===== src/rtl/memory_rtl_param.sv =====
// Parameterised word memory with byte-enable writes, fixed-latency reads and
// a one-cycle response/error handshake; register-based so reset clears every word.
module memory_rtl_param #(
    parameter int                    ADDR_WIDTH  = 4,
    parameter int                    DATA_WIDTH  = 32,
    parameter int                    MEM_SIZE    = 16,
    parameter int                    RD_LATENCY  = 2,
    parameter logic [DATA_WIDTH-1:0] RESET_VALUE = '0
) (
    input  logic                      clk,
    input  logic                      reset,
    input  logic                      wr,
    input  logic                      rd,
    input  logic [ADDR_WIDTH-1:0]     addr,
    input  logic [DATA_WIDTH-1:0]     wdata,
    input  logic [DATA_WIDTH/8-1:0]   be,
    output logic [DATA_WIDTH-1:0]     rdata,
    output logic                      response,
    output logic                      error,
    output logic                      busy
);

    localparam int                   NUM_BYTES = DATA_WIDTH / 8;
    localparam int                   CNT_WIDTH = 4;
    localparam logic [CNT_WIDTH-1:0] CNT_LAST  = CNT_WIDTH'(RD_LATENCY - 1);

    typedef enum logic [1:0] {
        IDLE,
        RD_WAIT,
        RESP_RD
    } state_t;

    state_t                  state_reg, state_next;
    logic [CNT_WIDTH-1:0]    cnt_reg, cnt_next;
    logic [ADDR_WIDTH-1:0]   addr_reg, addr_next;
    logic [DATA_WIDTH-1:0]   rdata_reg, rdata_next;
    logic                    response_reg, response_next;
    logic                    error_reg, error_next;

    logic                    write_en;
    logic                    addr_bad;
    logic [ADDR_WIDTH-1:0]   rd_addr;
    logic [DATA_WIDTH-1:0]   rd_word;
    logic [DATA_WIDTH-1:0]   word_q [MEM_SIZE];

    assign addr_bad = ({1'b0, addr} >= (ADDR_WIDTH + 1)'(MEM_SIZE));

    // In IDLE the read target is the live address (latency-1 reads); afterwards the captured one.
    assign rd_addr = (state_reg == IDLE) ? addr : addr_reg;

    genvar gi;
    generate
        for (gi = 0; gi < MEM_SIZE; gi++) begin : g_word
            logic [DATA_WIDTH-1:0] word_reg;
            logic                  word_we;

            assign word_we    = write_en && (addr == ADDR_WIDTH'(gi));
            assign word_q[gi] = word_reg;

            always_ff @(posedge clk or posedge reset) begin
                if (reset) begin
                    word_reg <= RESET_VALUE;
                end else if (word_we) begin
                    for (int b = 0; b < NUM_BYTES; b++) begin
                        if (be[b]) begin
                            word_reg[8*b +: 8] <= wdata[8*b +: 8];
                        end
                    end
                end
            end
        end
    endgenerate

    always_comb begin
        rd_word = RESET_VALUE;
        for (int i = 0; i < MEM_SIZE; i++) begin
            if (rd_addr == ADDR_WIDTH'(i)) begin
                rd_word = word_q[i];
            end
        end
    end

    always_ff @(posedge clk or posedge reset) begin
        if (reset) begin
            state_reg    <= IDLE;
            cnt_reg      <= '0;
            addr_reg     <= '0;
            rdata_reg    <= RESET_VALUE;
            response_reg <= 1'b0;
            error_reg    <= 1'b0;
        end else begin
            state_reg    <= state_next;
            cnt_reg      <= cnt_next;
            addr_reg     <= addr_next;
            rdata_reg    <= rdata_next;
            response_reg <= response_next;
            error_reg    <= error_next;
        end
    end

    always_comb begin
        state_next    = state_reg;
        cnt_next      = cnt_reg;
        addr_next     = addr_reg;
        rdata_next    = rdata_reg;
        response_next = 1'b0;
        error_next    = 1'b0;
        write_en      = 1'b0;

        case (state_reg)
            IDLE: begin
                if (wr || rd) begin
                    if ((wr && rd) || addr_bad) begin
                        response_next = 1'b1;
                        error_next    = 1'b1;
                    end else if (wr) begin
                        write_en      = 1'b1;
                        response_next = 1'b1;
                    end else begin
                        addr_next = addr;
                        if (RD_LATENCY == 1) begin
                            state_next    = RESP_RD;
                            response_next = 1'b1;
                            rdata_next    = rd_word;
                        end else begin
                            state_next = RD_WAIT;
                            cnt_next   = CNT_WIDTH'(1);
                        end
                    end
                end
            end

            // cnt_reg counts edges since accept; the response register is loaded on the last one.
            RD_WAIT: begin
                if (cnt_reg == CNT_LAST) begin
                    state_next    = RESP_RD;
                    cnt_next      = '0;
                    response_next = 1'b1;
                    rdata_next    = rd_word;
                end else begin
                    cnt_next = cnt_reg + CNT_WIDTH'(1);
                end
            end

            RESP_RD: begin
                state_next = IDLE;
            end

            default: begin
                state_next = IDLE;
            end
        endcase
    end

    assign rdata    = rdata_reg;
    assign response = response_reg;
    assign error    = error_reg;
    assign busy     = (state_reg != IDLE);

endmodule


===== config.mk =====
export PLATFORM = sky130hd
export DESIGN_NAME = memory_rtl_param
export DESIGN_NICKNAME = d
export VERILOG_FILES = /design/src/rtl/memory_rtl_param.sv
export SDC_FILE = /design/constraint.sdc
export NUM_CORES = 1
export LEC_CHECK = 0
export CAP_MARGIN = 20
export CORE_MARGIN = 3
export CORE_UTILIZATION = 60
export DETAILED_ROUTE_END_ITERATION = 16
export PLACE_DENSITY = 0.75
export SLEW_MARGIN = 20
export SYNTH_ARGS = -nofsm -noshare
export SYNTH_HDL_FRONTEND = slang
export SYNTH_SLANG_ARGS = --single-unit

===== constraint.sdc =====
create_clock -name clk -period 24.8 [get_ports clk]
set_input_delay 4.96 -clock clk [delete_from_list [all_inputs] [get_ports clk]]
set_output_delay 4.96 -clock clk [all_outputs]
set_load 0.02 [all_outputs]

### Word level (Yosys, flattened, before mapping)

Index checks and enable logic that the tools add are counted.
W data, S select, Z words.

* register bits: 556
* latch bits: 0
* memory bits (writable): 0
* ROM bits: 0
* input bits: 44
* output and inout bits: 35
* word-level logic and storage cells: 238
* memories: 0

* add/subtract/negate cells: 1
* $mul: 0
* divide/modulo/power cells: 0
* magnitude comparators: 0
* equal/unequal tests: 36
* shifts and indexed selects: 0
* mux-type cells: 38
* bitwise gates (word level): 2
* reduce and logical (&&, ||, !) cells: 91

Operators by type and width (number)
* $mux W32: 16
* $reduce_and A2 Y1: 65
* $eq A4 B4 Y1 const B: 16
* $eq A4 B3 Y1 const B: 8
* $mux W4: 5
* $logic_and A1 B1 Y1: 17
* $eq A4 B2 Y1 const B: 4
* $eq A4 B1 Y1 const B: 3
* $reduce_and A4 Y1: 3
* $mux W1: 10
* $logic_not A4 Y1: 2
* $mux W2: 4
* $pmux W4 S2: 1
* $ne A2 B2 Y1 const B: 3
* $add A4 B1 Y4 const B: 1
* $pmux W2 S2: 1
* $reduce_bool A2 Y1: 2
* $eq A2 B1 Y1 const B: 1
* $logic_not A2 Y1: 1
* $ne A2 B1 Y1 const B: 1
* $not A1 Y1: 2
* $pmux W1 S2: 1
* $logic_or A1 B1 Y1: 1

### Depth between registers and ports, before layout

* depth in word-level cells: 19
* gate-level depth with buffers: 11
* depth with buffers taken out: 9

### Least setup slack after synthesis

OpenSTA, ideal clock, no wires.

* kind: input to register
* from: input addr[1]
* to: register rdata_reg[0] (netlist: rdata[0])
* library setup time: 0.130 ns
* arrival: 6.636 ns
* required time: 24.670 ns
* slack: 18.033 ns
* stages: 10
* path buffers: 3
* cells stage by stage: buf_6 -> or4_4 -> buf_6 -> o31ai_4 -> buf_6 -> nand2_1 -> o21ai_1 -> a22oi_1 -> a221oi_1 -> o21ai_1

* word-level cells in the longest chain between the ends: 18
* elaborated cells on any way between the ends: 33
* those cells by class: eq/ne: 15; mux: 17; reduce/logical: 1

Ends and longest elaborated chain
* from (decl): line 14 `input logic [ADDR_WIDTH-1:0] addr,`
* $mux W4 (*): line 49 `assign rd_addr = (state_reg == IDLE) ? addr : addr_reg;`
* $logic_not A4 Y1: line 77 `if (rd_addr == ADDR_WIDTH'(i)) begin`
* $mux W32 (15 in a row): line 77
* $mux W32 (*): line 77
* to (signal assigned): line 95 `rdata_reg <= rdata_next;`
* to (decl): line 36 `logic [DATA_WIDTH-1:0] rdata_reg, rdata_next;`

Mark *: on every way between the ends. The rest lies on a longest branch, timed or not.
A chain may end at the register's enable or synchronous reset.

==> results.yml <==
floorplanning:
  initial_utilization_pct: 61.2
  num_io_pins: 79
  die_x_um: 211
  dieArea_mm2: 0.0445
  rows: 74
  dieHeight_um: 211
  core-area_mm2: 0.0412
grt:
  grt_pass1_vias: 18800
  grt_usage_pct: 35.1
  grt_max_degree: 157
  grt_pass1_wl_um: 118000
  grt.overflow.total: 0
  antenna_found_initial: 9
critical_path:
  critPathMaxFanout: 156
  critPathCapture: "g_word[1].word_reg[18]"
  reg2regPathDepth: 9
  startpoint: "reset"
  arrival_ns: 8.73
  timing.rr.end: "rdata[29]"
  cp-start-kind: "primary input"
  r2r-start: "state_reg[0]"
  required_ns: 25.43
  r2r_slack_ns: 21.01
  crit_path_end_kind: "async pin"
  critical_path_class: "in2async"
drt:
  drc: 0
  finalWirelength_um: 77400
  num_vias: 18500
  viasPerCell: 7.04
  drt_pass1_iterations: 8
  final_antenna_net_count: 0
  drt-wirelength-per-cell_um: 29.5
  drtIter0Drc: 2069
clock_network:
  cts_max_path_buffers: 3
  clkTransAtPathRegs_ns: 0.06
  cts-root-buf: "clkbuf_16"
  post-cts-setup-buffer-count: 0
  clkLatencyLatePin_ns: 0.62
  htreeDepth: 2
  ctsResizeCount: 0
  cts_tree: "done"
  numCtsBuffers: 56
  numClockSinks: 556
  cts_hold_buf: 0
sta:
  fin_skew_ns: 0.0128
  finalCriticalPeriod_ns: 8.09
  slew_headroom_pct: 23.9
  tightest_slew_ns: 1.14
  whs_ns: 0.499
  setup_viol: 0
  min_period_over_period_pct: 32.6
  final.setup.tns_ns: 0
  timing_hold_violations_final: 0
  fmax_mhz: 124
  setup_slack_ns: 16.71
  drv_slew: 0
  rsz0062_at_grt: "no"
final_layout:
  largest_reg_flops: 512
  drive_gt1_share_pct: 32.2
  fin_nets: 2086
  area_growth_pct: 12.3
synthesis:
  netlist.area_leader.share_pct: 55.2
  yosysMostFrequentCell: "dfrtp_1"
  syn_nets: 2059
  syn_area_per_cell_um2: 12.5
  yosysTopAreaCell: "dfrtp_1"
  synthesis.area_mm2: 0.0252
  synth-warning-count: 0
  synth-edff-count: 0
  yosysSeqAreaShare_pct: 55.2
  synth_cell_types: 67
  synth_commonest_cells: "dfrtp_1 (556), mux2_2 (517), o21ai_0 (146), nand2_1 (124), a22oi_1 (93)"
  synth_area_leaders: "dfrtp_1 (55%), mux2_2 (23%), o21ai_0 (2.9%)"
  ys_async_sr_fraction_pct: 100
  synth_ff_type: "dfrtp_1"
  yosys_register_bits: 556
  synth_cells: 2013
placement:
  place_hpwl_um: 47100
  gp_congestion: 0.923
  pre_cts_slack_ns: 16.04
  numPortBuffers: 78
power_and_ir_drop:
  powerDensity_mw_per_mm2: 109
  p_total_mw: 3.10
  ir_worst_vdd_mv: 0.0860
  leakagePower_nw: 13.1
min_path:
  hold_path_class: "reg2reg"
  hp-start: "g_word[7].word_reg[14]"
status:
  status: "finished clean"
run:
  drv_cap: 0
worst min path at each step:
| stage | to | slack, ns | depth (start not counted) |
|---|---|---|---|
| after floorplan | g_word[14].word_reg[2] | 0.47 | 1 |
| after global placement | g_word[7].word_reg[9] | 0.48 | 1 |
| after detailed placement | g_word[7].word_reg[14] | 0.49 | 1 |
| after CTS | g_word[7].word_reg[14] | 0.50 | 1 |
| after global routing | g_word[1].word_reg[12] | 0.52 | 1 |
| final | g_word[7].word_reg[14] | 0.50 | 1 |
metal layers:
| metal | GRT usage, % | routed length, um | up-vias |
|---|---|---|---|
| li1 | - | - | 7631 |
| met1 | 47.8 | 30100 | 9513 |
| met2 | 54.5 | 35400 | 1053 |
| met3 | 8.50 | 8010 | 278 |
| met4 | 15.6 | 3830 | 4 |
| met5 | 0 | 33 | - |
critical path, cell delays in order:
cell and delay, ns:
clkdlybuf4s50_1 0.49, inv_8 0.56, buf_4 0.88, buf_4 0.81, buf_12 0.67
stage by stage:
| step | cells | utilization, % | instance area, um2 |
|---|---|---|---|
| after floorplan | 2013 | - | 25200 |
| after global placement | 2514 | 63.8 | 26300 |
| after detailed placement | 2514 | 63.8 | 26300 |
| after CTS | 2619 | 68.7 | 28300 |
| after global routing | 2620 | 68.7 | 28300 |
| final | 2625 | 68.7 | 28300 |
cell families (layout without fill, tap and decap cells):
group | count (synthesis) | count (layout) | synth area share [%]
mux | 523 | 523 | 23.4
fa+ha+maj | 2 | 2 | 0.0993
other cells | 0 | 6 | 0
xor+xnor | 2 | 2 | 0.0695
compound gates | 547 | 547 | 14.4
buf+inv | 143 | 217 | 2.66
simple gates | 240 | 240 | 4.25
flops | 556 | 556 | 55.2
area by class of cell:
class / count / area, um2
Tap cell: 532 / 666
Antenna cell: 6 / 15.0
Clock inverter: 22 / 305
Fill cell: 2943 / 12900
Inverter: 7 / 33.8
Sequential cell: 556 / 13900
Clock buffer: 83 / 1710
Timing Repair Buffer: 105 / 1000
Multi-Input combinational cell: 1314 / 10700
layout by cell type, fill, tap and decap left out, types with 13 or more instances in the layout:
cell and n:
clkdlybuf4s50_1 78, mux2_2 517, o21a_1 13, o21ai_0 146, a221oi_1 17, a21oi_1 79
clkbuf_8 16, nand2_1 123, a222oi_1 19, a22oi_1 93, dfrtp_1 556, nor2_1 61
clkbuf_16 58, o2111ai_1 13, o22ai_1 78, buf_4 25, a2111oi_0 13
power breakdown:
| group | total, mW | switching, mW | leakage, nW | internal (mW) |
|---|---|---|---|---|
| clock | 0.912 | 0.364 | 0.994 | 0.548 |
| combinational | 1.02 | 0.675 | 4.54 | 0.348 |
| sequential | 1.16 | 0.113 | 7.53 | 1.05 |
(Power assumes the default switching activity.)
